<file path="src/rtl/fetch_stage.sv">
// fetch_stage: PC register, IF/ID pipeline register and HALT freeze for a single-issue RISC-V front end.
module fetch_stage #(
  parameter int PC_W = 9,
  parameter int INST_W = 32,
  parameter logic [INST_W-1:0] NOP_INST = 32'h00000013,
  parameter logic [6:0] HALT_OPC = 7'b1001100
) (
  input  logic              clk,
  input  logic              reset,
  input  logic              stall,
  input  logic              redirect,
  input  logic [PC_W-1:0]   redirect_pc,
  output logic [PC_W-1:0]   imem_addr,
  input  logic [INST_W-1:0] imem_rdata,
  output logic [PC_W-1:0]   id_pc,
  output logic [INST_W-1:0] id_instr,
  output logic [6:0]        id_opcode,
  output logic              id_valid,
  output logic              halted
);
  logic [PC_W-1:0] pc;
  logic is_halt;
  assign imem_addr = pc;
  assign id_opcode = id_instr[6:0];
  assign is_halt = imem_rdata[6:0] == HALT_OPC;
  always_ff @(posedge clk) begin
    if (reset) begin
      pc <= '0;
      id_pc <= '0;
      id_instr <= NOP_INST;
      id_valid <= 1'b0;
      halted <= 1'b0;
    end else if (redirect) begin
      pc <= {redirect_pc[PC_W-1:2], 2'b00};
      id_pc <= pc;
      id_instr <= NOP_INST;
      id_valid <= 1'b0;
      halted <= 1'b0;
    end else if (halted) begin
      // the captured HALT drains once, then bubbles follow
      if (!stall) begin
        id_pc <= pc;
        id_instr <= NOP_INST;
        id_valid <= 1'b0;
      end
    end else if (!stall) begin
      id_pc <= pc;
      id_instr <= imem_rdata;
      id_valid <= 1'b1;
      halted <= is_halt;
      pc <= is_halt ? pc : pc + PC_W'(4);
    end
  end
endmodule

</file>
<file path="config.mk">
export PLATFORM = sky130hd
export DESIGN_NAME = fetch_stage
export DESIGN_NICKNAME = d
export VERILOG_FILES = /design/src/rtl/fetch_stage.sv
export SDC_FILE = /design/constraint.sdc
export NUM_CORES = 1
export LEC_CHECK = 0
export CORE_ASPECT_RATIO = 1.4
export CORE_MARGIN = 2
export CORE_UTILIZATION = 40
export DETAILED_ROUTE_END_ITERATION = 10
export MAX_ROUTING_LAYER = met4
export PLACE_DENSITY = 0.85
export REMOVE_ABC_BUFFERS = 1
export SKIP_CTS_REPAIR_TIMING = 1
export SLEW_MARGIN = 20
export SYNTH_ARGS = -nofsm -noshare
export SYNTH_HDL_FRONTEND = slang
export SYNTH_SLANG_ARGS = --single-unit
</file>
<file path="constraint.sdc">
create_clock -name clk -period 4.05 [get_ports clk]
set_input_delay 1.215 -clock clk [delete_from_list [all_inputs] [get_ports clk]]
set_output_delay 1.215 -clock clk [all_outputs]
set_load 0.01 [all_outputs]
</file>
# ---- After elaboration in Yosys (flattened, before gate mapping)
# Cells that the tools add are included.
# Widths: inputs -> output; s select.
dict set report word_totals {
  reg_bits 52
  output_inout_bits 59
}
dict set report classes {
  add_sub_neg 1
  n_eq_ne 4
  muxes 14
  n_bitwise 3
  n_reduce_logical 3
}
# operator n
set ops {}
lappend ops {{$mux 32} 3}
lappend ops {{$mux 9} 6}
lappend ops {{$add 9x3->9 const B} 1}
lappend ops {{$eq 7x7->1 const B} 1}
lappend ops {{$reduce_and 3->1} 2}
lappend ops {{$mux 1} 5}
lappend ops {{$ne 2x2->1 const B} 2}
lappend ops {{$not 1->1} 3}
lappend ops {{$ne 2x1->1 const B} 1}
lappend ops {{$reduce_or 2->1} 1}

# ---- Longest topological paths before layout
# Gate-level depths: netlist of run 1.
dict set report depth {
  depth_word 5
  mapped_depth 6
}

# ---- Worst setup path after synthesis of run 1
# Ideal clock, no wire load.
dict set report synth_timing {
  kind {input to register}
  startpoint {in stall}
  endpoint {reg pc[8] (netlist: imem_addr[8])}
  arrival_time_ns 2.255
  required_ns 3.947
  path_slack_ns 1.691
  stages 6
  path_buffers 2
  cell_sequence {buf_6 > or2_1 > buf_6 > a21oi_4 > a311oi_1 > a2111oi_2}
}
dict set report synth_between {
  elab_chain_cells 2
}
# element line
set synth_rtl {}
lappend synth_rtl {{from (decl)} 10} ;# input logic stall,
lappend synth_rtl {{$ne 2x1->1 (no source line)} -}
lappend synth_rtl {{$reduce_and 3->1 (no source line)} -}
lappend synth_rtl {{to (signal assigned)} 34} ;# pc <= {redirect_pc[PC_W-1:2], 2'b00};
lappend synth_rtl {{to (signal assigned)} 51} ;# pc <= is_halt ? pc : pc + PC_W'(4);
lappend synth_rtl {{to (decl)} 21} ;# logic [PC_W-1:0] pc;
# No other way between the ends.
# A chain may end at the register's enable or synchronous reset.

# ---- Worst setup path after layout of run 1
dict set report layout_timing {
  startpoint {in stall}
  endpoint {reg pc[7] (netlist: imem_addr[7])}
}
# Same word-level chain as after synthesis.

==> impl_results.md, run 1 <==
- Root buffer cell: clkbuf_8
- Syn. warnings: 0
- Routed WL: 4.94 mm
- Async SR Flop Fraction: 0%
- First-pass GRT wire length: 7.92 mm
- CP startpoint: stall
- First DRT Iteration DRCs: 132
- Leak pwr: about 1.2 nW
- EDFF count, synth: 0
- Hold path depth: 2
- Synth Area in Compound Gates: 20.0%
- Input/output buffers: 97
- Area Overhead vs Synth: 54.5%
- Final min period: ~2700 ps
- DRT antenna net count: 0
- R2R Path End: imem_addr[7]$_SDFFE_PP0P_
- Post-synth top area share: 49.8%
- Launch point of the worst reg-to-reg path: halted$_SDFF_PP0_
- Fraction of layout instances using a drive strength above 1: 6.57%
- Fmax: 0.375 GHz
- Router iterations before antenna repair: 4
- Core Area: ~0.0046 mm2
- Commonest cells after routing, fill and taps aside: clkdlybuf4s50_1, dfxtp_1, nor2_1
- Worst Path Max Fanout: 9
- DRC errors left: 0
- Synth unique cells: 34
- Critical path, cell by cell: clkdlybuf4s50_1 -> or2_1 -> a21oi_4 -> a311oi_1 -> a2111oi_2
- Mapped cell area: 0.00193 mm2
- Internal reg-to-reg setup slack: 2480 ps
- HP Class: flop to flop
- Adder-Cell Fraction of Synth Area: 0.649%
- TNS Setup: 0 ps
- Post-detail-place hpwl: 3.66 mm
- GRT Overall Usage: 18.8%
- Synthesized instance count: 204
- H-tree Lvls: 2
- Req. time, crit path: between 4000 and 5000 ps
- Maximum vdd drop: 0.260 mV
- Crit path kind: input port to flop
- Simple-Gate Fraction of Synth Area: 15.5%
- FF-to-FF path depth: 4
- Initial Utilization: 42.2%
- Bufs on Longest Clock Path: 2
- Fin. max-slew vios: 0
- Final net count: about 330
- Clock Pin Slew Worst Setup and Hold Paths: 90 ps
- Setup repair after global routing missed its margin: no
- Die width: approximately 63 um
- Setup crit end kind: flop
- Via density: 5.11
- Slowest CP cell: clkdlybuf4s50_1
- Yosys top cell by area: dfxtp_1
- Crit path largest cell delay: slightly above 500 ps
- Post-Syn Area per Cell: ~9.5 um2
- CTS Buf Count: 5
- Post-synthesis xor/xnor area fraction: around 1.4%
- Post-synthesis mux area share: 3.63%
- Total power: 1.03 mW
- Slew @ Worst Pin: 632 ps
- Congestion Overflow GR: 0
- Clk Latency, worst-skew pair: 290 ps
- Outcome: completed
- Worst setup endpoint: imem_addr[7]$_SDFFE_PP0P_
- Final Setup Violations: 0
- Largest net degree at the start of global routing: 32
- Max-slew headroom: 57.8%
- GPL Wtd Cong: 0.786
- Final Non-Filler Cells: 351
- Vias in the first global route: 1712
- Fin crit share: around 66%
- FILL cells: 386
- Antenna Cells: 0
- Die Y: approximately 86 um
- Seq/Total Area, Yosys: 49.8%
- Sink Count: 48
- Max-Cap Viols: 0
- Number of synthesized register bits: 48
- Power per standard cell area: 346 mW/mm2
- Largest family of logic cells by synthesized area: compound AO/OA/AOI/OAI gates
- Die area: about 0.0054 mm2
- Fin util: between 60 and 70%
- Initial antenna violation count: 0
- Via count: around 1800
- Routed wire per std cell: 14.1 um
- Hold Vio Cnt, Final: 0
- Worst EP arrival: 2870 ps
- Row count: 29
- Clk_skew: 7.00 ps
- CTS tree: yes
- I/O pins: between 100 and 150
- Placed instance count: 343
- Type of origin of the critical path: input port
- Top cells by area, synth: dfxtp_1, a22oi_1, nor2_1
- Dominant synthesized flop cell: dfxtp_1
- Most common cell after layout, fill and taps aside: clkdlybuf4s50_1
==> synth_stat cells, types with 2 or more instances <==
cell and number:
nor2_1 45, clkbuf_1 9, and3_1 5, mux2i_1 7
a21oi_1 3, nand2_1 5, buf_1 2, a211oi_1 3
buf_4 11, a211oi_2 2, nor2b_1 2, a311oi_1 3
a2111oi_2 2, nand3_1 2, xnor2_1 3, dfxtp_1 48
a22oi_1 28, inv_1 5, buf_6 2, o22ai_1 3
==> worst max-delay path, delay by kind of cell <==
family / cells / cell delay, ps
AO/OA/AOI/OAI: 3 / 750
buffers and inverters: 1 / 510
AND/OR/NAND/NOR: 1 / 390
==> power breakdown <==
part / internal, mW / switching, mW / total [mW]
logic: 0.0975 / 0.0702 / 0.168
registers: 0.491 / 0.0152 / 0.506
clock network: 0.202 / 0.155 / 0.357
total: 0.790 / 0.241 / 1.03
==> worst min path at each step <==
stage                                startpoint                    end  slack, ps
after detailed placement  id_valid$_SDFFE_PP0N_  id_valid$_SDFFE_PP0N_        450
after global placement    id_valid$_SDFFE_PP0N_  id_valid$_SDFFE_PP0N_        440
after floorplan           id_valid$_SDFFE_PP0N_  id_valid$_SDFFE_PP0N_        480
final                     id_valid$_SDFFE_PP0N_  id_valid$_SDFFE_PP0N_        470
after global routing      id_valid$_SDFFE_PP0N_  id_valid$_SDFFE_PP0N_        500
after CTS                 id_valid$_SDFFE_PP0N_  id_valid$_SDFFE_PP0N_        470
==> sequential cells by signal (all words and copies together) (netlist names) <==
| name | count |
|---|---|
| id_valid | 1 |
| id_instr | 32 |
| id_pc | 7 |
| imem_addr | 7 |
| halted | 1 |
==> metrics by stage <==
step	instance area, um2	hold slack (ps)	worst slack [ps]
2_1_floorplan	1790	481	1620
3_3_place_gp	2860	443	1090
3_5_place_dp	2860	453	1050
4_1_cts	2980	472	1360
5_1_grt	2980	500	1280
6_report	2980	471	1380
==> logic make-up (layout without fill, tap and decap cells) <==
family	Yosys count	after routing
AOI/OAI and AO/OA	48	48
xor gates and xnor gates	3	3
adders and majority gates	1	1
buffers and inverters	30	112
DFF	48	48
muxes	7	7
other	1	4
and+or+nand+nor	66	66
==> layer usage <==
metal | track usage (%) | vias to the layer above | part of all wire (%)
met3 | 5.06 | 10 | 6.6
met2 | 32.3 | 73 | 50
met4 | 6.46 | 0 | 1.7
met5 | - | - | 0
met1 | 21.1 | 845 | 41
li1 | - | 865 | -
==> final cells by class <==
type / count / area (um2) / share of cell area [%]
clock buffers: 6 / 82.6 / 2.77
clock inverters: 2 / 38.8 / 1.30
well taps: 62 / 77.6 / 2.60
repair buffers: 99 / 986 / 33.1
inverters: 5 / 18.8 / 0.629
flip-flops and latches: 48 / 961 / 32.2
multi-input cells: 129 / 817 / 27.4
(Power assumes the default switching activity.)
==> inputs of run 2 (changes only) <==
--- a/config.mk
+++ b/config.mk
@@ -7,10 +7,10 @@
 export LEC_CHECK = 0
 export CORE_ASPECT_RATIO = 1.4
 export CORE_MARGIN = 2
-export CORE_UTILIZATION = 40
+export CORE_UTILIZATION = 39
 export DETAILED_ROUTE_END_ITERATION = 10
 export MAX_ROUTING_LAYER = met4
-export PLACE_DENSITY = 0.85
+export PLACE_DENSITY = 0.83
 export REMOVE_ABC_BUFFERS = 1
 export SKIP_CTS_REPAIR_TIMING = 1
 export SLEW_MARGIN = 20
==> constraint.sdc (replaced) <==
create_clock -name clk -period 2.5 [get_ports clk]
set_input_delay 0.75 -clock clk [delete_from_list [all_inputs] [get_ports clk]]
set_output_delay 0.75 -clock clk [all_outputs]
set_load 0.01 [all_outputs]
==> run 2 against run 1 <==
Routed wire length is 3.6% higher. Critical endpoint is now id_pc[6]$_SDFFE_PP0P_. Non-clock buffer count rose by 5. Power grew 68%. Via count shrank 1.6%. Clock skew decreased by 3.6 ps. Largest power group unchanged. Flip-flop and latch count unchanged.
==> impl_results.md, run 2 (same netlist as run 1, synthesis figures left out) <==
- Outcome: completed (unchanged)
- Setup crit end kind: flop (unchanged)
- R2R Path End: imem_addr[7]$_SDFFE_PP0P_ (unchanged)
- Fmax: 0.460 GHz
- Die width: 63.4 um (was 62.7 um)
- Final net count: 339 (was 334)
- Launch point of the worst reg-to-reg path: halted$_SDFF_PP0_ (unchanged)
- Max FFs per register: 32 (unchanged)
- Buf/Inv on CP: 2 (was 1)
- Fraction of layout instances using a drive strength above 1: 7.85% (was 6.57%)
- Fin util: 63.0% (was 65.2%)
- Final min period: 2170 ps
- Slew @ Worst Pin: 639 ps (was 632 ps)
- DRC errors left: 0 (unchanged)
- Footprint of the multi-input gates: 817 um2 (unchanged)
- Clk Latency, worst-skew pair: 290 ps (about the same)
- Type of origin of the critical path: input port (unchanged)
- CTS Buf Count: 5 (unchanged)
- First-pass GRT wire length: 8.11 mm (was 7.92 mm)
- Clk_skew: 3.44 ps (was 7.00 ps)
- Final Cell Area: 0.00303 mm2 (was 0.00298 mm2)
- Clock Pin Slew Worst Setup and Hold Paths: 80 ps (was 90 ps)
- Congestion Overflow GR: 0 (unchanged)
- Input/output buffers: 97 (unchanged)
- Final worst slack: 327 ps (was 1380 ps)
- Routed wire per std cell: 14.3 um (was 14.1 um)
- Most common cell after layout, fill and taps aside: clkdlybuf4s50_1 (unchanged)
- Vias in the first global route: 1630 (was 1712)
- HP Class: flop to flop (unchanged)
- FILL cells: 421 (was 386)
- Hold Startpoint: id_valid$_SDFFE_PP0N_ (unchanged)
- Largest net degree at the start of global routing: 32 (unchanged)
- DRT antenna net count: 0 (unchanged)
- Router iterations before antenna repair: 4 (unchanged)
- Fin. max-slew vios: 0 (unchanged)
- GRT Overall Usage: 19.0% (was 18.8%)
- Power per standard cell area: 573 mW/mm2 (was 346 mW/mm2)
- Fin crit share: 86.9%
- Crit path largest cell delay: 610 ps (was 510 ps)
- Internal reg-to-reg setup slack: 990 ps (was 2480 ps)
- CTS tree: yes (unchanged)
- Pre-CTS setup slack: -102 ps (was 1050 ps)
- H-tree Lvls: 2 (unchanged)
- Antenna Cells: 0 (unchanged)
- Row count: 30 (was 29)
- Area Overhead vs Synth: 57.0% (was 54.5%)
- Placed cell area: 0.00290 mm2 (was 0.00286 mm2)
- Crit path kind: input port to flop (unchanged)
- Die Y: 87.2 um (was 86.2 um)
- I/O pins: 104 (unchanged)
- Post-detail-place hpwl: 3.83 mm (was 3.66 mm)
- Largest delay share family, worst path: buffers and inverters (was compound AO/OA/AOI/OAI gates)
- Slowest CP cell: clkdlybuf4s50_1 (unchanged)
- First DRT Iteration DRCs: 133 (was 132)
- Biggest register: id_instr (unchanged)
- Worst EP arrival: 2350 ps (was 2870 ps)
- Via density: 4.94 (was 5.11)
- Root buffer cell: clkbuf_8 (unchanged)
- TNS Setup: 0 ps (unchanged)
- Max-Cap Viols: 0 (unchanged)
- Hold path depth: 2 (unchanged)
- Setup repair after global routing missed its margin: no (unchanged)
- Worst Hold End: id_valid$_SDFFE_PP0N_ (unchanged)
- Initial Utilization: 40.2% (was 42.2%)
- Sequential Area: 961 um2 (unchanged)
- Critical path, cell by cell: clkdlybuf4s50_1 -> buf_4 -> nand2_1 -> mux2i_1 -> nor2_1 (was clkdlybuf4s50_1 -> or2_1 -> a21oi_4 -> a311oi_1 -> a2111oi_2)
- Bufs on Longest Clock Path: 2 (unchanged)
- Req. time, crit path: 2680 ps (was 4250 ps)
- Routed WL: 5.12 mm (was 4.94 mm)
- Total power: 1.73 mW (was 1.03 mW)
- Worst Path Max Fanout: 28 (was 9)
- Via count: 1764 (was 1793)
- Sink Count: 48 (unchanged)
- FF-to-FF path depth: 4 (unchanged)
- Max-slew headroom: 57.3% (was 57.8%)
- Final Setup Violations: 0 (unchanged)
- Commonest cells after routing, fill and taps aside: clkdlybuf4s50_1, dfxtp_1, nor2_1 (unchanged)
- Initial antenna violation count: 0 (unchanged)
- Core Area: 0.00480 mm2 (was 0.00457 mm2)
- Leak pwr: 1.18 nW (was 1.16 nW)
- Maximum vdd drop: 0.386 mV (was 0.260 mV)
- Die area: 0.00553 mm2 (was 0.00540 mm2)
- Hold Vio Cnt, Final: 0 (unchanged)
- GPL Wtd Cong: 0.827 (was 0.786)
[run 2: cell count changes in the layout (fill, tap and decap cells not counted)]
cell / previous run / this run
bufinv_16: 1 / 2
clkinv_4: 1 / 0
buf_4: 2 / 7
clkbuf_8: 6 / 5
[run 2: metrics by stage]
step / hold slack [ps] / std cells
2_1_floorplan: 481 / 182
3_3_place_gp: 443 / 350
3_5_place_dp: 449 / 350
4_1_cts: 461 / 357
5_1_grt: 495 / 357
6_report: 461 / 357
[run 2: worst max path at each step]
stage	from	endpoint	slack (ps)	cells after the start
after floorplan	stall	id_instr[10]$_SDFFE_PP0N_	530	3
after global placement	stall	id_instr[10]$_SDFFE_PP0N_	-20	4
after detailed placement	stall	id_instr[20]$_SDFFE_PP0N_	-100	4
after CTS	stall	id_instr[20]$_SDFFE_PP0N_	190	4
after global routing	stall	id_pc[4]$_SDFFE_PP0P_	210	5
final	stall	id_pc[6]$_SDFFE_PP0P_	330	5
[run 2: final cells by class]
class	count	share of cell area, %
timing repair buffer	104	33.8
sequential	48	31.7
multi-input combinational	129	27.0
tap	64	2.64
clock buffer	5	2.27
clock inverter	2	1.98
inverter	5	0.620
[run 2: routing by layer]
layer / share of wire [%] / vias to the layer above / track usage (%)
li1: - / 878 / -
met3: 6.5 / 5 / 4.79
met1: 42 / 803 / 23.1
met4: 0.49 / 0 / 3.95
met5: 0 / - / -
met2: 51 / 78 / 32.0
[run 2: power by group]
part | switching (mW) | internal (mW)
Combinational | 0.114 | 0.163
Sequential | 0.0248 | 0.796
Clock | 0.244 | 0.394
[run 2: worst reg2reg max path, delay by kind of cell, from the launching register on]
| kind | cells | cell delay (ps) |
|---|---|---|
| AOI/OAI and AO/OA | 3 | 750 |
| DFF | 1 | 380 |
| and+or+nand+nor | 1 | 290 |
